### src/rtl/axi_rd_arbiter_if.sv
// Bus bundle for the N-master AXI4 read arbiter: per-master AR/R upstream
// signals and the single shared AR/R downstream port.
interface axi_rd_arbiter_if #(
    parameter int NUM_M  = 2,
    parameter int ADDR_W = 32,
    parameter int DATA_W = 32,
    parameter int ID_W   = 4
);
    logic [NUM_M-1:0]              s_arvalid;
    logic [NUM_M-1:0]              s_arready;
    logic [NUM_M*(ADDR_W+13)-1:0]  s_ar_pld;
    logic [NUM_M-1:0]              s_rvalid;
    logic [NUM_M-1:0]              s_rready;
    logic [DATA_W+2:0]             s_r_pld;
    logic                          m_arvalid;
    logic                          m_arready;
    logic [ID_W-1:0]               m_arid;
    logic [ADDR_W+12:0]            m_ar_pld;
    logic                          m_rvalid;
    logic                          m_rready;
    logic [ID_W-1:0]               m_rid;
    logic [DATA_W+2:0]             m_r_pld;

    // Arbiter view: it is the master of the shared downstream port.
    modport master (
        input  s_arvalid, s_ar_pld, s_rready,
        input  m_arready, m_rvalid, m_rid, m_r_pld,
        output s_arready, s_rvalid, s_r_pld,
        output m_arvalid, m_arid, m_ar_pld, m_rready
    );

    // Surrounding system view: upstream masters plus the downstream slave.
    modport slave (
        output s_arvalid, s_ar_pld, s_rready,
        output m_arready, m_rvalid, m_rid, m_r_pld,
        input  s_arready, s_rvalid, s_r_pld,
        input  m_arvalid, m_arid, m_ar_pld, m_rready
    );
endinterface

### src/rtl/axi_rd_arbiter.sv
// N-master AXI4 read-channel arbiter: round-robin AR grant with per-master
// outstanding-burst limits, master-index ID tagging and R-beat routing by ID.
module axi_rd_arbiter #(
    parameter int NUM_M     = 2,
    parameter int ADDR_W    = 32,
    parameter int DATA_W    = 32,
    parameter int ID_W      = 4,
    parameter int MAX_OUTST = 4
) (
    input  logic              aclk,
    input  logic              reset,
    axi_rd_arbiter_if.master  bus,
    output logic              err_rid
);
    localparam int IDX_W = (NUM_M > 1) ? $clog2(NUM_M) : 1;
    localparam int CNT_W = $clog2(MAX_OUTST + 1);
    localparam int AR_W  = ADDR_W + 13;

    typedef enum logic [0:0] {
        ST_IDLE  = 1'b0,
        ST_ISSUE = 1'b1
    } state_t;

    state_t             state_r, state_n_s;
    logic [IDX_W-1:0]   ptr_r, ptr_n_s;
    logic [CNT_W-1:0]   cnt_r [NUM_M];
    logic               m_arvalid_r, m_arvalid_n_s;
    logic [ID_W-1:0]    m_arid_r, m_arid_n_s;
    logic [AR_W-1:0]    m_ar_pld_r, m_ar_pld_n_s;
    logic               err_rid_r;

    logic [NUM_M-1:0]   eligible_s, upper_s, inc_s, dec_s;
    logic [NUM_M-1:0]   s_arready_s, s_rvalid_s;
    logic               grant_vld_s, upper_vld_s;
    logic [IDX_W-1:0]   grant_idx_s, upper_idx_s, lower_idx_s;
    logic [AR_W-1:0]    grant_pld_s;
    logic [IDX_W-1:0]   rid_idx_s;
    logic               rid_in_range_s, route_ok_s, m_rready_s, r_last_s;
    logic [CNT_W-1:0]   rid_cnt_s;

    // Eligibility from the registered counters, split at the round-robin pointer
    always_comb begin
        eligible_s = '0;
        upper_s    = '0;
        for (int i = 0; i < NUM_M; i++) begin
            eligible_s[i] = bus.s_arvalid[i] && (cnt_r[i] < CNT_W'(MAX_OUTST));
            upper_s[i]    = eligible_s[i] && (IDX_W'(i) > ptr_r);
        end
    end

    // Grant: lowest eligible index above the pointer, else lowest eligible overall
    always_comb begin
        upper_idx_s = '0;
        lower_idx_s = '0;
        grant_pld_s = '0;
        for (int i = NUM_M - 1; i >= 0; i--) begin
            upper_idx_s = upper_s[i]    ? IDX_W'(i) : upper_idx_s;
            lower_idx_s = eligible_s[i] ? IDX_W'(i) : lower_idx_s;
        end
        upper_vld_s = |upper_s;
        grant_vld_s = |eligible_s;
        grant_idx_s = upper_vld_s ? upper_idx_s : lower_idx_s;
        for (int i = 0; i < NUM_M; i++) begin
            grant_pld_s = (IDX_W'(i) == grant_idx_s) ? bus.s_ar_pld[i*AR_W +: AR_W] : grant_pld_s;
        end
    end

    // Upstream AR ready: only in IDLE, one-hot on the granted master
    always_comb begin
        s_arready_s = '0;
        for (int i = 0; i < NUM_M; i++) begin
            s_arready_s[i] = (state_r == ST_IDLE) && !reset && grant_vld_s &&
                             (IDX_W'(i) == grant_idx_s);
        end
    end

    // AR FSM next-state and downstream AR register inputs
    always_comb begin
        state_n_s     = state_r;
        m_arvalid_n_s = m_arvalid_r;
        m_arid_n_s    = m_arid_r;
        m_ar_pld_n_s  = m_ar_pld_r;
        ptr_n_s       = ptr_r;
        inc_s         = '0;
        case (state_r)
            ST_IDLE: begin
                if (grant_vld_s) begin
                    state_n_s     = ST_ISSUE;
                    m_arvalid_n_s = 1'b1;
                    m_arid_n_s    = ID_W'(grant_idx_s);
                    m_ar_pld_n_s  = grant_pld_s;
                    ptr_n_s       = grant_idx_s;
                    for (int i = 0; i < NUM_M; i++) begin
                        inc_s[i] = (IDX_W'(i) == grant_idx_s);
                    end
                end else begin
                    state_n_s = ST_IDLE;
                end
            end
            ST_ISSUE: begin
                if (bus.m_arready) begin
                    m_arvalid_n_s = 1'b0;
                    state_n_s     = ST_IDLE;
                end else begin
                    state_n_s = ST_ISSUE;
                end
            end
            default: begin
                state_n_s     = ST_IDLE;
                m_arvalid_n_s = 1'b0;
            end
        endcase
    end

    // AR FSM state, pointer and downstream AR registers
    always_ff @(posedge aclk or posedge reset) begin
        if (reset) begin
            state_r     <= ST_IDLE;
            ptr_r       <= IDX_W'(NUM_M - 1);
            m_arvalid_r <= 1'b0;
            m_arid_r    <= '0;
            m_ar_pld_r  <= '0;
        end else begin
            state_r     <= state_n_s;
            ptr_r       <= ptr_n_s;
            m_arvalid_r <= m_arvalid_n_s;
            m_arid_r    <= m_arid_n_s;
            m_ar_pld_r  <= m_ar_pld_n_s;
        end
    end

    // R routing: a beat is only forwarded to a master that has a burst open
    always_comb begin
        rid_idx_s      = bus.m_rid[IDX_W-1:0];
        rid_in_range_s = (32'(bus.m_rid) < 32'(NUM_M));
        r_last_s       = bus.m_r_pld[0];
        rid_cnt_s      = '0;
        s_rvalid_s     = '0;
        dec_s          = '0;
        m_rready_s     = 1'b1;
        for (int i = 0; i < NUM_M; i++) begin
            rid_cnt_s = (IDX_W'(i) == rid_idx_s) ? cnt_r[i] : rid_cnt_s;
        end
        route_ok_s = rid_in_range_s && (rid_cnt_s != '0);
        if (route_ok_s) begin
            for (int i = 0; i < NUM_M; i++) begin
                s_rvalid_s[i] = (IDX_W'(i) == rid_idx_s) && bus.m_rvalid;
                m_rready_s    = (IDX_W'(i) == rid_idx_s) ? bus.s_rready[i] : m_rready_s;
                dec_s[i]      = s_rvalid_s[i] && bus.s_rready[i] && r_last_s;
            end
        end else begin
            m_rready_s = 1'b1;
        end
    end

    // Outstanding-burst counters; simultaneous issue and completion cancel out
    always_ff @(posedge aclk or posedge reset) begin
        if (reset) begin
            for (int i = 0; i < NUM_M; i++) begin
                cnt_r[i] <= '0;
            end
        end else begin
            for (int i = 0; i < NUM_M; i++) begin
                case ({inc_s[i], dec_s[i]})
                    2'b10:   cnt_r[i] <= cnt_r[i] + CNT_W'(1);
                    2'b01:   cnt_r[i] <= cnt_r[i] - CNT_W'(1);
                    default: cnt_r[i] <= cnt_r[i];
                endcase
            end
        end
    end

    // Sticky flag for R beats that could not be routed to any master
    always_ff @(posedge aclk or posedge reset) begin
        if (reset) begin
            err_rid_r <= 1'b0;
        end else if (bus.m_rvalid && !route_ok_s) begin
            err_rid_r <= 1'b1;
        end else begin
            err_rid_r <= err_rid_r;
        end
    end

    assign bus.s_arready = s_arready_s;
    assign bus.s_rvalid  = s_rvalid_s;
    assign bus.s_r_pld   = bus.m_r_pld;
    assign bus.m_rready  = m_rready_s;
    assign bus.m_arvalid = m_arvalid_r;
    assign bus.m_arid    = m_arid_r;
    assign bus.m_ar_pld  = m_ar_pld_r;
    assign err_rid       = err_rid_r;
endmodule

### src/flat_wrapper.sv
// flat-port wrapper written by rule: the top's interface ports become plain ports
module axi_rd_arbiter_flat 
#(
    parameter int NUM_M     = 2,
    parameter int ADDR_W    = 32,
    parameter int DATA_W    = 32,
    parameter int ID_W      = 4,
    parameter int MAX_OUTST = 4
)
  (aclk, reset, err_rid, bus_s_arvalid, bus_s_ar_pld, bus_s_rready, bus_m_arready, bus_m_rvalid, bus_m_rid, bus_m_r_pld, bus_s_arready, bus_s_rvalid, bus_s_r_pld, bus_m_arvalid, bus_m_arid, bus_m_ar_pld, bus_m_rready);
  axi_rd_arbiter_if #(.NUM_M(NUM_M), .ADDR_W(ADDR_W), .DATA_W(DATA_W), .ID_W(ID_W)) bus_i ();
  input  logic aclk;
  input  logic reset;
  output logic err_rid;
  input wire logic [$bits(bus_i.s_arvalid)-1:0] bus_s_arvalid;
  input wire logic [$bits(bus_i.s_ar_pld)-1:0] bus_s_ar_pld;
  input wire logic [$bits(bus_i.s_rready)-1:0] bus_s_rready;
  input wire logic [$bits(bus_i.m_arready)-1:0] bus_m_arready;
  input wire logic [$bits(bus_i.m_rvalid)-1:0] bus_m_rvalid;
  input wire logic [$bits(bus_i.m_rid)-1:0] bus_m_rid;
  input wire logic [$bits(bus_i.m_r_pld)-1:0] bus_m_r_pld;
  output wire logic [$bits(bus_i.s_arready)-1:0] bus_s_arready;
  output wire logic [$bits(bus_i.s_rvalid)-1:0] bus_s_rvalid;
  output wire logic [$bits(bus_i.s_r_pld)-1:0] bus_s_r_pld;
  output wire logic [$bits(bus_i.m_arvalid)-1:0] bus_m_arvalid;
  output wire logic [$bits(bus_i.m_arid)-1:0] bus_m_arid;
  output wire logic [$bits(bus_i.m_ar_pld)-1:0] bus_m_ar_pld;
  output wire logic [$bits(bus_i.m_rready)-1:0] bus_m_rready;
  assign bus_i.s_arvalid = bus_s_arvalid;
  assign bus_i.s_ar_pld = bus_s_ar_pld;
  assign bus_i.s_rready = bus_s_rready;
  assign bus_i.m_arready = bus_m_arready;
  assign bus_i.m_rvalid = bus_m_rvalid;
  assign bus_i.m_rid = bus_m_rid;
  assign bus_i.m_r_pld = bus_m_r_pld;
  assign bus_s_arready = bus_i.s_arready;
  assign bus_s_rvalid = bus_i.s_rvalid;
  assign bus_s_r_pld = bus_i.s_r_pld;
  assign bus_m_arvalid = bus_i.m_arvalid;
  assign bus_m_arid = bus_i.m_arid;
  assign bus_m_ar_pld = bus_i.m_ar_pld;
  assign bus_m_rready = bus_i.m_rready;
  axi_rd_arbiter #(.NUM_M(NUM_M), .ADDR_W(ADDR_W), .DATA_W(DATA_W), .ID_W(ID_W), .MAX_OUTST(MAX_OUTST)) u_core (.aclk(aclk), .reset(reset), .bus(bus_i), .err_rid(err_rid));
endmodule
### config.mk
export PLATFORM = sky130hd
export DESIGN_NAME = axi_rd_arbiter_flat
export DESIGN_NICKNAME = d
export VERILOG_FILES = /design/src/rtl/axi_rd_arbiter_if.sv /design/src/rtl/axi_rd_arbiter.sv /design/src/flat_wrapper.sv
export SDC_FILE = /design/constraint.sdc
export NUM_CORES = 1
export LEC_CHECK = 0
export CAP_MARGIN = 20
export CORE_MARGIN = 10
export CORE_UTILIZATION = 41
export CTS_CLUSTER_SIZE = 24
export DETAILED_ROUTE_END_ITERATION = 10
export PLACE_DENSITY = 0.87
export SYNTH_ARGS = -nofsm -noshare
export SYNTH_HDL_FRONTEND = slang
export SYNTH_SLANG_ARGS = --single-unit
### constraint.sdc
create_clock -name aclk -period 5.35 [get_ports aclk]
set_input_delay 0.8025 -clock aclk [delete_from_list [all_inputs] [get_ports aclk]]
set_output_delay 0.8025 -clock aclk [all_outputs]
set_load 0.01 [all_outputs]
-- After elaboration in Yosys (flattened, before gate mapping)
Cells that the tools add are included.
- multiplexer cells: 21
- shift-type cells: 0
- order comparisons: 5
- add/subtract/negate cells: 4
- bitwise operators: 3
- $mul: 0
- divide/modulo/power cells: 0
- equal/unequal tests: 6
- reduce and logical (&&, ||, !) cells: 25
- operators with widths (kind ; number):
    $mux 45 ; 1
    $logic_and 1x1->1 ; 16
    $pmux 3 s2 ; 2
    $mux 1 ; 11
    $mux 2 ; 4
    $add 3x1->3 const B ; 2
    $lt 3x3->1 const B ; 2
    $sub 3x1->3 const B ; 2
    $eq 2x1->1 const B ; 2
    $eq 2x2->1 const B ; 2
    $lt 4x2->1 const B ; 1
    $pmux 1 s2 ; 2
    $reduce_and 2->1 ; 2
    $reduce_bool 2->1 ; 2
    $reduce_or 2->1 ; 2
    $mux 3 ; 1
    $not 1->1 ; 3
    $reduce_bool 3->1 ; 1
    $gt 1x1->1 const A ; 2
    $logic_not 1->1 ; 2
    $ne 2x1->1 const B ; 1
    $ne 2x2->1 const B ; 1
- bits in registers: 56
- word-level logic and storage cells: 72
- ROM bits: 0
- input port bits: 137
- bits in latches: 0
- memories: 0
- bits in writable memories: 0

-- Longest topological paths before layout
Gate-level depths: netlist of the first run.
- depth in word-level cells: 11
- depth in mapped cells: 10
- depth with buffers taken out: 9

-- Worst setup path after synthesis of the first run
OpenSTA, ideal clock, no wires.
- kind: input to output
- start: in reset
- end: out bus_s_arready[0]
- path buffers: 0
- stages: 2
- slack: 2.219 ns
- arrival: 2.328 ns
- cell sequence: inv_1 > o211a_1
- longest elaborated chain between the ends: 4
- RTL lines (item ; RTL line ; text):
    start, declared ; flat_wrapper.sv:13 ; input logic reset;
    $logic_not 1->1 ; axi_rd_arbiter.sv:72 ; s_arready_s[i] = (state_r == ST_IDLE) && !reset && grant_vld_s &&
    $logic_and 1x1->1 (3 in a row) ; axi_rd_arbiter.sv:72 ;
    end, declared ; flat_wrapper.sv:22 ; output wire logic [$bits(bus_i.s_arready)-1:0] bus_s_arready;
No other way between the ends.

-- Final worst setup path of the first run
- start: in bus_s_arvalid[0]
- end: out bus_s_arready[0]
- longest elaborated chain between the ends: 6
- elaborated cells on any way between the ends: 10
- classes of those cells: mux: 3; bitwise: 1; reduce/logical: 6
- RTL lines (item ; RTL line ; text):
    start, declared ; flat_wrapper.sv:15 ; input wire logic [$bits(bus_i.s_arvalid)-1:0] bus_s_arvalid;
    $logic_and 1x1->1 (*) ; axi_rd_arbiter.sv:46 ; eligible_s[i] = bus.s_arvalid[i] && (cnt_r[i] < CNT_W'(MAX_OUTST));
    $logic_and 1x1->1 ; axi_rd_arbiter.sv:47 ; upper_s[i] = eligible_s[i] && (IDX_W'(i) > ptr_r);
    $mux 1 / $reduce_or 2->1 (equally long branches) ; axi_rd_arbiter.sv:57, axi_rd_arbiter.sv:60 ;
    $mux 1 ; axi_rd_arbiter.sv:62 ; grant_idx_s = upper_vld_s ? upper_idx_s : lower_idx_s;
    $not 1->1 ; -- ;
    $logic_and 1x1->1 (*) ; axi_rd_arbiter.sv:72 ;
Every way passes the cells marked *; elsewhere a longest branch is shown, timed or not.

==> results.md, run 1 <==
- Worst Hold Class: register to register
- Post-synth top flop: sky130_fd_sc_hd__dfrtp_1
- Data arrival time of the critical path: 2900 ps
- Power share of the combinational group: 0.560
- Setup repair bufs after CTS: 0
- Boundary Pins: 228
- Area occupied by registers: 1400 um2
- Final slew viol count: 0
- Remaining DRCs: 0
- Net switching power: 0.000960 W
- P_leak: 2.12 nW
- Worst supply voltage drop on vdd: 0.341 mV
- Yosys warns: 0
- Buffers added on ports: 156
- Core Region: 9200 um2
- Post_cts resized: 0
- Kind of start point of the critical path: input port
- Achievable Freq: 0.270 GHz
- Outcome: finished, final reports clean
- H-tree lvl count: 2
- Library cell used as clock root buffer: sky130_fd_sc_hd__clkbuf_8
- Effective utilization at floorplan: 0.418
- Area growth from synthesis to layout: 33.6%
- Adder-Cell Fraction of Synth Area: 0.0169
- Synthesized instance count: 370
- Crit share post-route: 0.692
- Area of the multi-input gates: 1870 um2
- Post-CTS Hold Fix Bufs: 0
- TritonCTS sink count: 56
- Final hold vios: 0
- Skew-Pair Late Insertion Delay: 300 ps
- Antenna violations before repair: 0
- Wire length of the first global-routing pass: 19.2 mm
- Post-synthesis instance area: 3850 um2
- CTS tree: done
- Share of the synthesized area in compound gates (AO/OA/AOI/OAI): 0.296
- Setup repair after global routing missed its margin: no
- Total power: 0.00250 W
- Ratio of total power to cell area: 488 nW/um2
- Placed inst area: 5040 um2
- Largest net degree at the start of global routing: 88
- Global-route congestion overflow total: 0
- Cell count after placement: 562
- Worst-case clock skew: 4.22 ps
- Routability-driven placement congestion ratio: 0.775
- Final design area excluding fillers: 5140 um2
- Relative slew margins: 0.311
- Post-synth ARST share: 1.00
- Number of endpoints failing setup at the final stage: 0
- Req. time, crit path: 4550 ps
- Sequential share of the synthesized area: 0.365
- Share of power burned in the clock network: 0.095
- Sequential cell fraction of total power: 0.345
- Max clock buf depth: 2
- Post-DP HPWL: 8.55 mm
- Final standard cell count with taps included and fillers excluded: 570
- Drt initial violations: 216
- Actual transition at the worst max-transition pin: 1030 ps
- Setup TNS Final: 0 ps
- Number of fill cells in the layout: 819
- Path type of the worst setup path: input port to primary output
- Vias in the first global route: 3711
- Capturing element type of the critical path: primary output
- Chip Height: 117 um
- Drt pass-1 iters: 4
- Number of vias after detailed routing: 3334
- Syn Area/Cell: 10.4 um2
- Mux share of post-synthesis cell area: 0.00553
- Number of nets at the end of the flow: 599
- Worst Path Max Fanout: 25
- Dominant combinational cell family by area after synthesis: compound AO/OA/AOI/OAI gates
- Drt total wl: 12.3 mm
- Area fraction in and, or, nand and nor cells after synthesis: 0.150
- Diodes inserted: 0
- Horizontal die dimension: 117 um
- Minimum clock period after layout: 3700 ps
- Count of state elements after synthesis: 56
- Switching Fraction: 0.383
- Number of synthesized flops with an enable pin: 0
- Clock Pin Slew Worst Setup and Hold Paths: 100 ps
- Number of standard-cell rows in the floorplan: 35
- P_int: 0.00154 W
- Num CTS Buffers: 5
- Die footprint: 13700 um2
- Residual antenna-violating net count after detailed routing: 0
- Via-per-instance ratio: 5.85
- Max-capacitance violation count: 0
- Synthesized-area fraction occupied by xor and xnor cells: 0.0137
- Aggregate global-route resource usage: 0.173
- Number of distinct library cell variants in the gate-level netlist after synthesis: 37
- Routed length per instance: 21.5 um
- Fraction of layout instances using a drive strength above 1: 0.0871
[Yosys cell counts (all sizes together) (2+ instances only)]
cell type,count,share of area
inv,6,0.0059
nor4,2,0.0033
and3b,46,0.11
clkbuf,13,0.013
nand2b,3,0.0088
nor3,4,0.0052
nand3b,3,0.010
ha,2,0.0065
nand2,5,0.0049
xnor2,3,0.0068
a221oi,45,0.11
a2bb2oi,45,0.11
nor2,3,0.0029
dfrtp,55,0.36
o21a,2,0.0039
fa,2,0.010
xor2,3,0.0068
o21ai,48,0.062
buf,70,0.13
[worst max-delay path, stage by stage]
cell,delay (ps)
sky130_fd_sc_hd__clkdlybuf4s50_1,600
sky130_fd_sc_hd__and3b_1,740
sky130_fd_sc_hd__o211a_1,220
sky130_fd_sc_hd__clkdlybuf4s50_1,530
[cell type report]
class                   instances  area share
well taps                     111      0.0270
clock inverters                 1     0.00146
repair buffers                162       0.313
inverters                       6     0.00438
flip-flops and latches         56       0.273
clock buffers                   7      0.0168
multi-input cells             227       0.364
[power groups by stage]
stage	combinational (W)	sequential [W]	clock (W)
5_1_grt	0.00152	0.000897	0.000269
3_3_place_gp	0.00137	0.000859	0
2_1_floorplan	0.000881	0.000841	0
3_5_place_dp	0.00141	0.000865	0
6_report	0.00140	0.000863	0.000239
4_1_cts	0.00141	0.000861	0.000252
[registers in the layout (all words and copies together), names as in the netlist]
name and count:
u_core.bus.m_ar_pld 45, u_core.cnt_r 6, u_core.bus.m_arid 1, u_core.bus.m_arvalid 1
u_core.err_rid 1, u_core.ptr_r 1, u_core.state_r 1
[per-layer routing]
layer / track usage / share of wire / up-vias
met1: 0.197 / 0.40 / 1612
li1: - / - / 1545
met4: 0.0527 / 0.022 / 0
met2: 0.305 / 0.49 / 145
met3: 0.0515 / 0.084 / 32
met5: 0 / 0 / -
[layout by cell type, fill, tap and decap left out, types with 2 or more instances in the layout]
master | netlist | final
sky130_fd_sc_hd__nand2b_4 | 2 | 2
sky130_fd_sc_hd__and3b_1 | 40 | 40
sky130_fd_sc_hd__clkbuf_8 | 0 | 6
sky130_fd_sc_hd__ha_1 | 2 | 2
sky130_fd_sc_hd__nor4_1 | 2 | 2
sky130_fd_sc_hd__dfrtp_1 | 55 | 54
sky130_fd_sc_hd__nor2_1 | 3 | 3
sky130_fd_sc_hd__a221oi_1 | 40 | 40
sky130_fd_sc_hd__conb_1 | 1 | 3
sky130_fd_sc_hd__xnor2_1 | 3 | 3
sky130_fd_sc_hd__o21ai_0 | 48 | 48
sky130_fd_sc_hd__o21a_1 | 2 | 2
sky130_fd_sc_hd__a2bb2oi_2 | 6 | 6
sky130_fd_sc_hd__a221oi_2 | 5 | 5
sky130_fd_sc_hd__clkdlybuf4s50_1 | 0 | 156
sky130_fd_sc_hd__and3b_2 | 6 | 6
sky130_fd_sc_hd__nor3_1 | 4 | 4
sky130_fd_sc_hd__inv_1 | 6 | 5
sky130_fd_sc_hd__nand2_1 | 5 | 5
sky130_fd_sc_hd__a2bb2oi_1 | 39 | 39
sky130_fd_sc_hd__xor2_1 | 3 | 3
sky130_fd_sc_hd__fa_1 | 2 | 2
sky130_fd_sc_hd__buf_4 | 41 | 6
[final timing paths]
check / from / endpoint / slack, ps / depth (start not counted)
worst max-delay path: bus_s_arvalid[0] / bus_s_arready[0] / 1650 / 4
worst min-delay path: u_core.err_rid / u_core.err_rid / 460 / 1
worst max register to register: u_core.ptr_r / u_core.cnt_r[2] / 2330 / 9
worst min register to register: u_core.err_rid / u_core.err_rid / 460 / 1
max in group asynchronous: reset / u_core.state_r / 3800 / 3
min in group asynchronous: reset / u_core.bus.m_arvalid / 1060 / 3
[cell families after synthesis]
logic type,after synthesis
adder cells (fa/ha/maj),4
other,1
XOR/XNOR,6
AND/OR/NAND/NOR,69
buffers and inverters,89
multiplexers,2
AO/OA/AOI/OAI,143
flip-flops,56
[stage by stage]
| stage | setup WS [ps] | hold WS (ps) | utilization |
|---|---|---|---|
| 6_report | 1650 | 464 | 0.559 |
| 5_1_grt | 1540 | 491 | 0.559 |
| 4_1_cts | 1640 | 471 | 0.559 |
| 3_5_place_dp | 1480 | 448 | 0.548 |
| 3_3_place_gp | 1630 | 455 | 0.548 |
| 2_1_floorplan | 2220 | 460 | - |
No activity file was read; power rests on OpenSTA's default activity.
==> inputs of run 2 (changes only) <==
Settings changed: CORE_UTILIZATION 41 to 38, PLACE_DENSITY 0.87 to 0.81.
Clock period 5.35 ns to 3.8 ns, I/O delays scaled along.
==> run 2 against run 1 <==
  * Count of clock-buffer cells in the layout grew 1
  * Worst setup slack worse by 890 ps
  * Non-clock buffer count increased by 3
  * Combinational power rose by 45%
  * Total power grew 42%
  * Sequential cell count unchanged
  * Die area rose by 6.5%
  * Final cell count rose by 4.4%
  * Final area is 1.1% higher
  * Critical path type unchanged
==> results.md, run 2 (synthesis gave the netlist of run 1 again) <==
- Wire length of the first global-routing pass: 20.4 mm
- Max-capacitance violation count: 0
- Number of endpoints failing setup at the final stage: 0
- Vias in the first global route: 3753
- Via-per-instance ratio: 5.73
- Buffers added on ports: 156
- Post-CTS Hold Fix Bufs: 0
- Residual antenna-violating net count after detailed routing: 0
- Kind of start point of the critical path: input port
- Final hold vios: 0
- Drt total wl: 12.7 mm
- Data arrival time of the critical path: 2470 ps
- Effective utilization at floorplan: 0.392
- Highest-count cells in the layout ignoring fill and taps: sky130_fd_sc_hd__clkdlybuf4s50_1, sky130_fd_sc_hd__dfrtp_1, sky130_fd_sc_hd__o21ai_0
- Diodes inserted: 0
- Largest net degree at the start of global routing: 74
- Clock Pin Slew Worst Setup and Hold Paths: 100 ps
- Global-route congestion overflow total: 0
- Skew-Pair Late Insertion Delay: 310 ps
- Final slew viol count: 0
- Max clock buf depth: 2
- Number of vias after detailed routing: 3408
- Chip Height: 121 um
- Relative slew margins: 0.511
- Worst supply voltage drop on vdd: 0.573 mV
- Post_cts resized: 0
- Worst Hold Class: register to register
- Aggregate global-route resource usage: 0.168
- Antenna violations before repair: 0
- Most frequent standard cell in the layout excluding fill and tap cells: sky130_fd_sc_hd__clkdlybuf4s50_1
- Crit share post-route: 0.801
- Area growth from synthesis to layout: 35.0%
- P_leak: 2.14 nW
- Path type of the worst setup path: input port to primary output
- Die footprint: 14500 um2
- Capturing element type of the critical path: primary output
- TritonCTS sink count: 56
- Number of nets at the end of the flow: 602
- Actual transition at the worst max-transition pin: 734 ps
- Routability-driven placement congestion ratio: 0.778
- Fraction of layout instances using a drive strength above 1: 0.0931
- Outcome: finished, final reports clean
- Setup repair after global routing missed its margin: no
- Setup TNS Final: 0 ps
- Minimum clock period after layout: 3040 ps
- Total power: 0.00356 W
- Max FFs per register: 45
- Ratio of total power to cell area: 685 nW/um2
- Core Region: 9820 um2
- Worst Path Max Fanout: 6
- Number of standard-cell rows in the floorplan: 36
- CTS tree: done
- Drt pass-1 iters: 4
- Setup repair bufs after CTS: 0
- Req. time, crit path: 3230 ps
- Routed length per instance: 21.4 um
- Boundary Pins: 228
- Horizontal die dimension: 121 um
- Post-DP HPWL: 8.99 mm
- Worst-case clock skew: 8.55 ps
- Achievable Freq: 0.329 GHz
- Remaining DRCs: 0
- Num CTS Buffers: 5
- Library cell used as clock root buffer: sky130_fd_sc_hd__clkbuf_8
- H-tree lvl count: 2
- Drt initial violations: 280
## run 2: changes by cell type in the layout (fill, tap and decap cells not counted)
cell                         change
sky130_fd_sc_hd__buf_4           +3
sky130_fd_sc_hd__clkinvlp_4      -1
sky130_fd_sc_hd__clkbuf_8        +1
## run 2: final timing paths
path                       slack [ps]            start                 endpoint  depth (start not counted)
setup / recovery                  760     bus_m_rid[0]             bus_m_rready                          5
hold / removal                    470   u_core.err_rid           u_core.err_rid                          1
setup reg to reg                 1360  u_core.cnt_r[2]          u_core.cnt_r[5]                          8
min in group asynchronous         840            reset  u_core.bus.m_ar_pld[18]                          3
hold reg to reg                   470   u_core.err_rid           u_core.err_rid                          1
max in group asynchronous        2460            reset           u_core.state_r                          3
## run 2: where the power goes
part	leakage, nW	internal, W	switching [W]
Clock	0.0515	0.000167	0.000195
Combinational	1.46	0.00114	0.000892
Sequential	0.622	0.000894	0.000269
Total	2.14	0.00220	0.00136
## run 2: through the flow
stage                     instance area, um2  hold WS (ps)  setup slack (ps)   util  std cells
final                                   5190           469               756  0.529        595
after global routing                    5190           512               675  0.529        595
after CTS                               5190           473               759  0.529        595
after detailed placement                5090           450               761  0.519        587
after global placement                  5090           449               859  0.519        587
after floorplan                         3850           460              1130      -        372
## run 2: per-layer routing
metal	wire [um]	track usage
met5	0	0
met2	5980	0.278
met3	1130	0.0540
met4	316	0.0558
met1	5280	0.202
## run 2: layout make-up
class                      count  area, um2
inverter                       6       22.5
sequential                    56       1400
tap                          133        166
clock buffer                   8        100
timing repair buffer         165       1630
fill                         895       4630
multi-input combinational    227       1870
## run 2: critical path: stages
cell and delay [ps]:
sky130_fd_sc_hd__clkdlybuf4s50_1 560, sky130_fd_sc_hd__or4b_1 520, sky130_fd_sc_hd__nand3b_2 130, sky130_fd_sc_hd__nand3b_1 130, sky130_fd_sc_hd__clkdlybuf4s50_1 570
==> RTL change 1: new RTL, settings of run 1 <==
`ID_W` is set to 4 in 3 places; all go to 6.
--- a/src/rtl/axi_rd_arbiter_if.sv
+++ b/src/rtl/axi_rd_arbiter_if.sv
@@ -5,5 +5,5 @@
     parameter int ADDR_W = 32,
     parameter int DATA_W = 32,
-    parameter int ID_W   = 4
+    parameter int ID_W   = 6
 );
     logic [NUM_M-1:0]              s_arvalid;
--- a/src/rtl/axi_rd_arbiter.sv
+++ b/src/rtl/axi_rd_arbiter.sv
@@ -5,5 +5,5 @@
     parameter int ADDR_W    = 32,
     parameter int DATA_W    = 32,
-    parameter int ID_W      = 4,
+    parameter int ID_W      = 6,
     parameter int MAX_OUTST = 4
 ) (
--- a/src/flat_wrapper.sv
+++ b/src/flat_wrapper.sv
@@ -5,5 +5,5 @@
     parameter int ADDR_W    = 32,
     parameter int DATA_W    = 32,
-    parameter int ID_W      = 4,
+    parameter int ID_W      = 6,
     parameter int MAX_OUTST = 4
 )
Interface: changed (resized bus_m_arid and bus_m_rid); port bits go from 228 to 232. No check against the original RTL was run, so the function may have changed too.
==> RTL change 1 against run 1 <==
Area after synthesis down 4.7%. Power increased by 1.7%. Synthesized cell count is 1.4% higher. Sequential cell count unchanged. Routed wire length rose by 6.7%. Setup slack got worse by 0.036 ns. Sequential share of layout area about the same. Final area is 0.12% higher. Critical path type unchanged. Global-route usage rose by 1.8 points. Critical endpoint is now bus_s_rvalid[0].
==> RTL change 1: results <==
setup_path:
  critPathTopFamily: "simple AND/OR/NAND/NOR gates"
  r2r_slack_ns: 2.37
  rr_worst_depth: 5
  critPathLaunch: "bus_m_rid[5]"
  crit_end: "bus_s_rvalid[0]"
  critPathSlowestCell: "clkdlybuf4s50_1"
  max_stage_delay_ns: 0.59
synthesis:
  synth_compound_area_frac: 0.289
  ys_top_cells_by_count: "dfrtp_1 (55), o21ai_0 (48), and3b_1 (46)"
  synth_xor_area_frac: 0.0143
  synthAdderAreaFrac: 0.0177
cells_and_area:
  fillers: 764
pwr:
  p_leak_nw: 2.14
  p_int_w: 0.00159
worst_hold_path:
  whs_endpoint: "u_core.cnt_r[0]$_DFFE_PP0P_"
  hp-start: "u_core.cnt_r[0]$_DFFE_PP0P_"
routing:
  route.met3.wl_um: 1410
  met2WireLength_um: 6520
  wl_um: 13100
  first_iter_violations: 257
  vias: 3517
  wl_met1_um: 4850
global_routing:
  grt_pass1_wl_um: 20800
  grt_max_degree: 93
status:
  status: "finished clean"
timing:
  fin_skew_ns: 0.00818
  period_minus_slack_ns: 3.74
  worst_pin_slew_ns: 0.996
placement:
  dpl.hpwl_um: 9180
  port_buffers: 158
  place.gp.congestion: 0.803
-- RTL change 1: cell type report --
| cell class | count | share of cell area |
|---|---|---|
| flip-flops and latches | 56 | 0.273 |
| well taps | 108 | 0.0263 |
| clock buffers | 7 | 0.0187 |
| repair buffers | 166 | 0.323 |
| multi-input cells | 232 | 0.348 |
| inverters | 7 | 0.00511 |
| clock inverters | 1 | 0.00584 |
-- RTL change 1: through the flow --
stage          utilization  hold WS (ns)  cells  instance area [sq um]  power, W
2_1_floorplan            -         0.460    379                   3680   0.00161
3_3_place_gp         0.572         0.483    568                   4990   0.00219
3_5_place_dp         0.575         0.491    569                   5020   0.00226
4_1_cts              0.590         0.510    577                   5140   0.00257
5_1_grt              0.590         0.525    577                   5140   0.00272
6_report             0.590         0.510    577                   5140   0.00255
-- RTL change 1: layer usage --
metal,track usage,up-vias
met5,0,-
met4,0.0526,0
met3,0.0729,29
met2,0.336,187
met1,0.210,1735
li1,-,1566
==> RTL change 2: new RTL, settings of run 1 <==
Without the edit above. Put one more register stage on the output `err_rid`, without a reset. The value now appears one clock later. The other outputs are not delayed to match.
--- a/src/rtl/axi_rd_arbiter.sv
+++ b/src/rtl/axi_rd_arbiter.sv
@@ -189,5 +189,7 @@
     assign bus.m_arid    = m_arid_r;
     assign bus.m_ar_pld  = m_ar_pld_r;
-    assign err_rid       = err_rid_r;
+    always_ff @(posedge aclk) begin
+        err_rid <= err_rid_r;
+    end
 endmodule
 
Formal check against the unedited RTL: not equivalent (Yosys sat finds a counterexample within 4 cycles, from zero or initial values and one cycle with reset high).
==> RTL change 2 against run 1 <==
Setup slack worse by 0.22 ns. Area after synthesis up 0.52%. Power increased by 11%. Sequential cell count increased by 1. Sequential power is 0.9% lower. Register-to-register slack gained 0.10 ns. Final cell count increased by 1.6%. Final area up 3.3%. Worst hold slack got worse by 0.089 ns. Utilization is 1.9 points higher. Routed wire length increased by 1.7%. Clock power is 110% higher. Critical path type unchanged.
==> RTL change 2: results <==
synthesis:
  ys_top_cells_by_count: "dfrtp_1 (55), o21ai_0 (48), buf_4 (41)"
  synth_xor_area_frac: 0.0136
  synthAdderAreaFrac: 0.0168
  ys_seq_area_frac: 0.368
  synth_top_area_frac: 0.356
  ys_types: 38
  synth_mux_area_frac: 0.00550
  async_flop_share: 0.982
  synth_compound_area_frac: 0.294
pwr:
  p_leak_nw: 2.20
  ir_drop_uv: 436
routing:
  vias: 3417
  wl_met1_um: 4810
  met2WireLength_um: 6060
  route.met3.wl_um: 1310
  post_drt_wl_per_cell_um: 21.6
clock_tree:
  clkLatencyLatePin_ns: 0.33
  cts.clk_slew.worst_paths_ns: 0.07
  cts_max_level: 3
worst_hold_path:
  worstHoldPathType: "flop to flop"
setup_path:
  max_stage_delay_ns: 0.93
  critPathArrivalTime_ns: 3.12
  cp_max_fo: 45
  critPathSlowestCell: "clkdlybuf4s50_1"
timing:
  worst_pin_slew_ns: 1.05
  fin_skew_ns: 0.0130
cells_and_area:
  final_layout_size_suffix_gt1_frac: 0.103
  fillers: 784
global_routing:
  grt_pass1_vias: 3728
  grt_max_degree: 57
  grt_pass1_wl_um: 19400
placement:
  dpl.hpwl_um: 8810
  place.gp.congestion: 0.755
status:
  status: "finished clean"
RTL change 2: changes by cell type in the layout (fill, tap and decap cells not counted):
cell / delta
dfxtp_1: +1
bufinv_16: +3
clkbuf_8: +4
clkinv_2: +1
RTL change 2: layer usage:
| layer | vias up | global-route usage |
|---|---|---|
| li1 | 1560 | - |
| met1 | 1635 | 0.207 |
| met2 | 196 | 0.291 |
| met3 | 26 | 0.0581 |
| met4 | 0 | 0.0783 |
| met5 | - | 0 |
RTL change 2: final timing paths:
| path | start | end | slack, ns | cells past startpoint |
|---|---|---|---|---|
| max in group asynchronous | reset | u_core.state_r$_DFF_PP0_ | 3.81 | 3 |
| max | bus_s_arvalid[1] | bus_s_arready[1] | 1.43 | 4 |
| min in group asynchronous | reset | u_core.cnt_r[4]$_DFFE_PP0P_ | 1.04 | 3 |
| max reg2reg | u_core.ptr_r$_DFFE_PP1P_ | u_core.cnt_r[2]$_DFFE_PP0P_ | 2.43 | 9 |
| min reg2reg | u_core.err_rid_r$_DFFE_PP0P_ | u_core.err_rid$_DFF_P_ | 0.38 | 0 |
| min | u_core.err_rid_r$_DFFE_PP0P_ | u_core.err_rid$_DFF_P_ | 0.38 | 0 |
RTL change 2: layout make-up:
| cell class | count | share of cell area |
|---|---|---|
| multi-input cells | 227 | 0.353 |
| repair buffers | 162 | 0.303 |
| flip-flops and latches | 57 | 0.268 |
| inverters | 6 | 0.00424 |
| well taps | 111 | 0.0262 |
| clock inverters | 5 | 0.0193 |
| clock buffers | 11 | 0.0266 |
RTL change 2: logic make-up (layout without fill, tap and decap cells):
group                      count (synthesis)  in the layout
xor gates and xnor gates                   6              6
buffers and inverters                     89            184
adders and majority gates                  4              4
DFF                                       57             57
other                                      1              3
AOI/OAI and AO/OA                        143            143
muxes                                      2              2
and+or+nand+nor                           69             69
RTL change 2: power by group:
group	switching, W	internal, W
clock network	0.000172	0.000322
logic	0.000619	0.000805
registers	0.000211	0.000644
RTL change 2: worst max-delay path, delay by kind of cell:
| kind | cells | cell delay, ns |
|---|---|---|
| buffers and inverters | 2 | 1.53 |
| and+or+nand+nor | 2 | 0.77 |
RTL change 2: per-stage QoR:
step | instances | worst slack (ns) | hold WS, ns | cell area (sq um) | utilization
after floorplan | 373 | 2.22 | 0.349 | 3870 | -
after global placement | 563 | 1.41 | 0.357 | 5060 | 0.551
after detailed placement | 563 | 1.43 | 0.362 | 5060 | 0.551
after CTS | 579 | 1.41 | 0.379 | 5310 | 0.577
after global routing | 579 | 1.19 | 0.403 | 5310 | 0.577
final | 579 | 1.43 | 0.375 | 5310 | 0.577
